==> src/rtl/dap_sclk_engine.sv <==
// DAP probe SCLK generator: register block plus IDLE/BURST/FREE sequencer that makes SCLK and setup/sample strobes.
// Latency: burst phase 0 appears in the cycle after start; config registers take effect the cycle after the write.
// No backpressure: start is a one-cycle request, dropped while busy; status is polled through the register port.
module dap_sclk_engine #(
    parameter int ADDRWIDTH = 12,
    parameter int BASE_ADDR = 0,
    parameter int DIV_WIDTH = 16,
    parameter int CNT_WIDTH = 8
) (
    input  logic                 clk,
    input  logic                 resetn,
    input  logic                 ahb_write_en,
    input  logic                 ahb_read_en,
    input  logic [ADDRWIDTH-1:0] ahb_addr,
    output logic [31:0]          ahb_rdata,
    input  logic [31:0]          ahb_wdata,
    input  logic [3:0]           ahb_byte_strobe,
    input  logic                 start,
    input  logic [CNT_WIDTH-1:0] clk_count,
    output logic                 busy,
    output logic                 done,
    output logic                 sclk_out,
    output logic                 sclk_setup,
    output logic                 sclk_sample
);

    // Phase counter is one bit wider than DIV so a full period 2*HALF never overflows.
    localparam int PW = DIV_WIDTH + 1;

    localparam logic [ADDRWIDTH-1:0] ADDR_CR     = ADDRWIDTH'(BASE_ADDR);
    localparam logic [ADDRWIDTH-1:0] ADDR_TIMING = ADDRWIDTH'(BASE_ADDR + 4);
    localparam logic [ADDRWIDTH-1:0] ADDR_STATUS = ADDRWIDTH'(BASE_ADDR + 8);

    typedef enum logic [1:0] {
        S_IDLE  = 2'd0,
        S_BURST = 2'd1,
        S_FREE  = 2'd2
    } state_t;

    // Configuration registers
    logic [2:0]           cr_q;
    logic [DIV_WIDTH-1:0] div_q;
    logic [DIV_WIDTH-1:0] smp_q;

    // Sequencer state and registered outputs
    state_t               state_q;
    logic [PW-1:0]        phase_q;
    logic [CNT_WIDTH-1:0] rem_q;
    logic                 busy_q;
    logic                 done_q;
    logic                 sclk_q;
    logic                 setup_q;
    logic                 smpl_q;

    logic cen;
    logic cpol;
    logic free_run;
    assign cen      = cr_q[0];
    assign cpol     = cr_q[1];
    assign free_run = cr_q[2];

    // Byte-lane views of the TIMING fields, zero-extended to 16 bits
    logic [15:0] div16_cur, smp16_cur;
    logic [15:0] div16_new, smp16_new;
    logic        wr_cr, wr_timing;
    logic        unused_hi;

    // Merge the write data into the current TIMING image lane by lane
    always_comb begin
        div16_cur                  = '0;
        smp16_cur                  = '0;
        div16_cur[DIV_WIDTH-1:0]   = div_q;
        smp16_cur[DIV_WIDTH-1:0]   = smp_q;
        div16_new[7:0]   = ahb_byte_strobe[0] ? ahb_wdata[7:0]   : div16_cur[7:0];
        div16_new[15:8]  = ahb_byte_strobe[1] ? ahb_wdata[15:8]  : div16_cur[15:8];
        smp16_new[7:0]   = ahb_byte_strobe[2] ? ahb_wdata[23:16] : smp16_cur[7:0];
        smp16_new[15:8]  = ahb_byte_strobe[3] ? ahb_wdata[31:24] : smp16_cur[15:8];
    end

    // Field bits above DIV_WIDTH are discarded on write
    assign unused_hi = ^{div16_new, smp16_new};

    assign wr_cr     = ahb_write_en && (ahb_addr == ADDR_CR);
    // TIMING is frozen while the engine is enabled so a running period never changes shape
    assign wr_timing = ahb_write_en && (ahb_addr == ADDR_TIMING) && !cen;

    // Register file writes
    always_ff @(posedge clk or negedge resetn) begin
        if (!resetn) begin
            cr_q  <= '0;
            div_q <= '0;
            smp_q <= '0;
        end else begin
            if (wr_cr && ahb_byte_strobe[0]) begin
                cr_q <= ahb_wdata[2:0];
            end
            if (wr_timing) begin
                div_q <= div16_new[DIV_WIDTH-1:0];
                smp_q <= smp16_new[DIV_WIDTH-1:0];
            end
        end
    end

    // Register read mux; anything unmapped or not enabled reads as zero
    always_comb begin
        ahb_rdata = '0;
        if (ahb_read_en) begin
            if (ahb_addr == ADDR_CR) begin
                ahb_rdata[2:0] = cr_q;
            end else if (ahb_addr == ADDR_TIMING) begin
                ahb_rdata = {smp16_cur, div16_cur};
            end else if (ahb_addr == ADDR_STATUS) begin
                ahb_rdata[8 +: CNT_WIDTH] = rem_q;
                ahb_rdata[0]              = busy_q;
            end
        end
    end

    // Waveform for a given phase: {sclk, setup, sample}
    function automatic logic [2:0] wave(input logic [PW-1:0] ph,
                                        input logic [PW-1:0] hf,
                                        input logic [PW-1:0] pl,
                                        input logic [PW-1:0] sp,
                                        input logic          pol);
        wave = {(ph >= hf) ? ~pol : pol, ph == pl, ph == sp};
    endfunction

    logic [PW-1:0] half, p_last, phase_inc, smp_ext;
    logic          at_last;
    logic [2:0]    wave_inc, wave_zero;

    // Period geometry and the strobes for the two possible next phases
    always_comb begin
        half      = (div_q == '0) ? PW'(1) : {1'b0, div_q};
        p_last    = (half << 1) - PW'(1);
        phase_inc = phase_q + PW'(1);
        smp_ext   = {1'b0, smp_q};
        // >= rather than == so a TIMING rewrite during a free-run wind-down still ends the period
        at_last   = (phase_q >= p_last);
        wave_inc  = wave(phase_inc, half, p_last, smp_ext, cpol);
        wave_zero = wave('0, half, p_last, smp_ext, cpol);
    end

    // Sequencer: outputs are registered from the phase being entered so they line up with phase_q
    always_ff @(posedge clk or negedge resetn) begin
        if (!resetn) begin
            state_q <= S_IDLE;
            phase_q <= '0;
            rem_q   <= '0;
            busy_q  <= 1'b0;
            done_q  <= 1'b0;
            sclk_q  <= 1'b0;
            setup_q <= 1'b0;
            smpl_q  <= 1'b0;
        end else begin
            done_q <= 1'b0;
            unique case (state_q)
                S_IDLE: begin
                    if (cen && free_run) begin
                        state_q                    <= S_FREE;
                        phase_q                    <= '0;
                        busy_q                     <= 1'b1;
                        {sclk_q, setup_q, smpl_q}  <= wave_zero;
                    end else if (start && cen && (clk_count != '0)) begin
                        state_q                    <= S_BURST;
                        phase_q                    <= '0;
                        rem_q                      <= clk_count;
                        busy_q                     <= 1'b1;
                        {sclk_q, setup_q, smpl_q}  <= wave_zero;
                    end else begin
                        busy_q  <= 1'b0;
                        sclk_q  <= cpol;
                        setup_q <= 1'b0;
                        smpl_q  <= 1'b0;
                        // Zero-length burst completes immediately with no clocks
                        done_q  <= start && cen;
                    end
                end
                S_BURST: begin
                    if (!cen) begin
                        // Abort: drop straight to idle, no completion pulse
                        state_q <= S_IDLE;
                        phase_q <= '0;
                        rem_q   <= '0;
                        busy_q  <= 1'b0;
                        sclk_q  <= cpol;
                        setup_q <= 1'b0;
                        smpl_q  <= 1'b0;
                    end else if (at_last) begin
                        rem_q <= rem_q - CNT_WIDTH'(1);
                        if (rem_q == CNT_WIDTH'(1)) begin
                            state_q <= S_IDLE;
                            phase_q <= '0;
                            busy_q  <= 1'b0;
                            done_q  <= 1'b1;
                            sclk_q  <= cpol;
                            setup_q <= 1'b0;
                            smpl_q  <= 1'b0;
                        end else begin
                            phase_q                   <= '0;
                            {sclk_q, setup_q, smpl_q} <= wave_zero;
                        end
                    end else begin
                        phase_q                   <= phase_inc;
                        {sclk_q, setup_q, smpl_q} <= wave_inc;
                    end
                end
                S_FREE: begin
                    if (at_last) begin
                        if (!cen || !free_run) begin
                            state_q <= S_IDLE;
                            phase_q <= '0;
                            busy_q  <= 1'b0;
                            sclk_q  <= cpol;
                            setup_q <= 1'b0;
                            smpl_q  <= 1'b0;
                        end else begin
                            phase_q                   <= '0;
                            {sclk_q, setup_q, smpl_q} <= wave_zero;
                        end
                    end else begin
                        phase_q                   <= phase_inc;
                        {sclk_q, setup_q, smpl_q} <= wave_inc;
                    end
                end
                default: begin
                    state_q <= S_IDLE;
                    phase_q <= '0;
                    busy_q  <= 1'b0;
                    sclk_q  <= cpol;
                    setup_q <= 1'b0;
                    smpl_q  <= 1'b0;
                end
            endcase
        end
    end

    assign busy        = busy_q;
    assign done        = done_q;
    assign sclk_out    = sclk_q;
    assign sclk_setup  = setup_q;
    assign sclk_sample = smpl_q;

endmodule

==> config.mk <==
export PLATFORM = sky130hd
export DESIGN_NAME = dap_sclk_engine
export DESIGN_NICKNAME = d
export VERILOG_FILES = /design/src/rtl/dap_sclk_engine.sv
export SDC_FILE = /design/constraint.sdc
export NUM_CORES = 1
export LEC_CHECK = 0
export CORE_MARGIN = 2
export CORE_UTILIZATION = 53
export CTS_BUF_LIST = sky130_fd_sc_hd__clkbuf_16
export DETAILED_ROUTE_END_ITERATION = 12
export PLACE_DENSITY = 0.9
export SETUP_SLACK_MARGIN = 0.1
export SKIP_LAST_GASP = 1
export SYNTH_ARGS = -nofsm -noshare
export SYNTH_HDL_FRONTEND = slang
export SYNTH_SLANG_ARGS = --single-unit
export TNS_END_PERCENT = 30
==> constraint.sdc <==
create_clock -name clk -period 4.8 [get_ports clk]
set_input_delay 0.96 -clock clk [delete_from_list [all_inputs] [get_ports clk]]
set_output_delay 0.96 -clock clk [all_outputs]
set_load 0.05 [all_outputs]
==> results.sh <==
export IMPL_status="finished, final reports clean"
export IMPL_final_common_cell="clkdlybuf4s50_1"
export IMPL_clock_path_buffers=2
export IMPL_synth_edff_count=0
export IMPL_synth_seq_cells=67
export IMPL_die_x_um=103
export IMPL_p_total_mw=1.47
export IMPL_post_dp_hpwl_um=11100
export IMPL_holdWs_ns=0.533
export IMPL_fill_cells=757
export IMPL_ys_warn_count=0
export IMPL_syn_inst=567
export IMPL_drc=0
export IMPL_grt_pass1_wl_um=23000
export IMPL_die_area_um2=10600
export IMPL_clock_sinks=67
export IMPL_final_cell_mix="clkdlybuf4s50_1, dfrtp_1, nand2_1, buf_4, inv_1"
export IMPL_synth_area_um2=5180
export IMPL_rows=36
export IMPL_place_congestion=0.962
export IMPL_wirelength_um=15100
export IMPL_die_h_um=103
export IMPL_coreArea_um2=9640
export IMPL_port_buffers=97
export IMPL_fin_util=0.695
export IMPL_worstPathArrival_ns=4.84
export IMPL_drt_iter0_drc=258
export IMPL_worst_pin_slew_ns=1.34
export IMPL_fmax_ghz=0.217
export IMPL_antenna_found_initial=0
export IMPL_fin_worst_skew_ns=0.00514
export IMPL_gr_total_overflow=0
export IMPL_cts_tree="done"
export IMPL_first_pass_iters=5
export IMPL_worstSetupStartpointType="flop"
export IMPL_clkTransAtPathRegs_ns=0.06
export IMPL_detail_route_antenna_nets=0
export IMPL_min_period_over_period=0.960
export IMPL_final_hold_violation_count=0
export IMPL_finalMaxSlewViolations=0
export IMPL_synth_ff_type="dfrtp_1"
export IMPL_drive_gt1_frac=0.194
export IMPL_setup_violations=0
export IMPL_clock_root_buffer="clkbuf_16"
export IMPL_crit_fanout=7
export IMPL_tns_ns=0
export IMPL_power_density_nw_per_um2=220
export IMPL_io_pins=98
export IMPL_track_usage=0.283
export IMPL_worstSetupPathType="flop to flop"
export IMPL_nets=776
export IMPL_ys_async_sr_fraction=1.00
export IMPL_holdCritPathClass="flop to flop"
export IMPL_p_leak_nw=3.13
export IMPL_grt_pass1_vias=4731
export IMPL_start_util=0.538
export IMPL_relSlewSlack=0.102
export IMPL_yosysSeqAreaShare=0.323
export IMPL_syn2layout_area_growth_pct=29.3
export IMPL_end_kind="flop"
export IMPL_vias=4911
export IMPL_final_area_um2=6700
export IMPL_maxCapViolCount=0
export IMPL_wire_per_inst_um=18.5
export IMPL_via_per_inst=6.03
export IMPL_synth_distinct_cells=66
export IMPL_place_area_um2=6250
export IMPL_required_ns=5.03
export IMPL_rsz0062_at_grt="false"
export IMPL_htree_levels=3
export IMPL_cts_inserted_buffers=9
export IMPL_clk_latency_ns=0.34
export IMPL_avgSynthCellArea_um2=9.14
export IMPL_synth_nets=667
export IMPL_irDropWorstVdd_v=0.000188
export IMPL_grt_max_degree=42
export IMPL_period_minus_slack_ns=4.61
export IMPL_antenna_cells=0
==> registers in the layout, indices dropped and copies added, names as in the netlist <==
register / count
smp16_cur: 16
div16_cur: 16
busy: 1
sclk_out: 1
phase_q: 17
sclk_setup: 1
done: 1
sclk_sample: 1
state_q: 2
cr_q: 3
rem_q: 8
==> cell families after synthesis <==
family / synth area share
and+or+nand+nor: 0.216
AOI/OAI and AO/OA: 0.139
DFF: 0.323
buffers and inverters: 0.0420
xor gates and xnor gates: 0.0973
muxes: 0.0881
adders and majority gates: 0.0941
==> worst max-delay path, cell delays in order (launching register included) <==
cell	delay (ns)
dfrtp_1	0.41
or4_4	0.59
or4_4	0.58
nor2_4	0.14
nor2_2	0.07
ha_2	0.19
nor3b_4	0.17
nand3b_4	0.12
nor2_1	0.06
xnor2_1	0.15
ha_1	0.19
a21oi_1	0.28
o21ai_2	0.12
a41oi_1	0.19
o31a_1	0.32
o311ai_2	0.17
o21ai_1	0.11
mux2_1	0.33
a211o_1	0.29
==> synthesized netlist by cell type, types with 3 or more instances <==
cell type | n | area share
dfrtp_1 | 67 | 0.32
nand2_1 | 53 | 0.038
inv_1 | 43 | 0.031
o21ai_0 | 40 | 0.039
ha_1 | 39 | 0.094
mux2_2 | 36 | 0.078
xnor2_1 | 36 | 0.061
nor2_1 | 32 | 0.023
and2_1 | 21 | 0.025
xor2_1 | 19 | 0.032
nor3_1 | 16 | 0.015
nand3_1 | 13 | 0.013
nor4_1 | 13 | 0.016
clkbuf_1 | 12 | 0.0087
a21oi_1 | 11 | 0.011
a22oi_1 | 9 | 0.013
nand4_1 | 9 | 0.011
a22o_1 | 8 | 0.014
nand2b_1 | 7 | 0.0084
a21o_1 | 5 | 0.0072
and3_1 | 4 | 0.0048
mux2i_1 | 4 | 0.0077
o22ai_1 | 4 | 0.0048
or4_4 | 4 | 0.0087
a211oi_1 | 3 | 0.0043
nand3_2 | 3 | 0.0058
nor2b_1 | 3 | 0.0036
nor4_2 | 3 | 0.0072
o32ai_1 | 3 | 0.0051
==> power by group <==
group,leakage [nW],switching (mW),total (mW),internal [mW]
clock network,0.167,0.263,0.775,0.512
logic,2.03,0.0563,0.126,0.0694
registers,0.933,0.00357,0.571,0.567
total,3.13,0.323,1.47,1.15
==> final cells by class <==
cell class                 count  area, um2  share of cell area
sequential                    67       1680               0.250
clock buffer                   9        225              0.0336
tap                          133        166              0.0248
multi-input combinational    443       3330               0.497
inverter                      43        161              0.0241
clock inverter                 7        124              0.0185
timing repair buffer         112       1020               0.152
==> final timing paths <==
path / startpoint / end / slack (ns) / depth (start not counted)
setup / recovery: div16_cur[11]$_DFFE_PN0P_ / sclk_out$_DFF_PN0_ / 0.19 / 18
hold / removal: busy$_DFFE_PN0P_ / busy$_DFFE_PN0P_ / 0.53 / 2
setup reg to reg: div16_cur[11]$_DFFE_PN0P_ / sclk_out$_DFF_PN0_ / 0.19 / 18
hold reg to reg: busy$_DFFE_PN0P_ / busy$_DFFE_PN0P_ / 0.53 / 2
max in group asynchronous: resetn / div16_cur[12]$_DFFE_PN0P_ / 3.12 / 2
min in group asynchronous: resetn / smp16_cur[0]$_DFFE_PN0P_ / 0.75 / 1
==> repair_timing <==
action | 4_1_cts | 5_1_grt
endpoints found under the hold margin | 0 | 0
setup buffers | 0 | 8
hold buffers | 0 | 0
endpoints found under the setup margin | 0 | 7
gates resized for setup | 0 | 12
==> through the flow <==
stage,setup slack [ns],cells
6_report,0.190,814
5_1_grt,0.0612,814
4_1_cts,0.157,806
3_5_place_dp,0.232,790
3_3_place_gp,0.314,790
2_1_floorplan,0.561,567
==> metal layers <==
layer | global-route usage | wire (um) | part of all wire | vias to the layer above
li1 | - | - | - | 2253
met1 | 0.350 | 5830 | 0.39 | 2372
met2 | 0.486 | 7680 | 0.51 | 242
met3 | 0.0447 | 1090 | 0.072 | 44
met4 | 0.128 | 481 | 0.032 | 0
met5 | 0 | 0 | 0 | -
No activity file was read; power rests on OpenSTA's default activity.
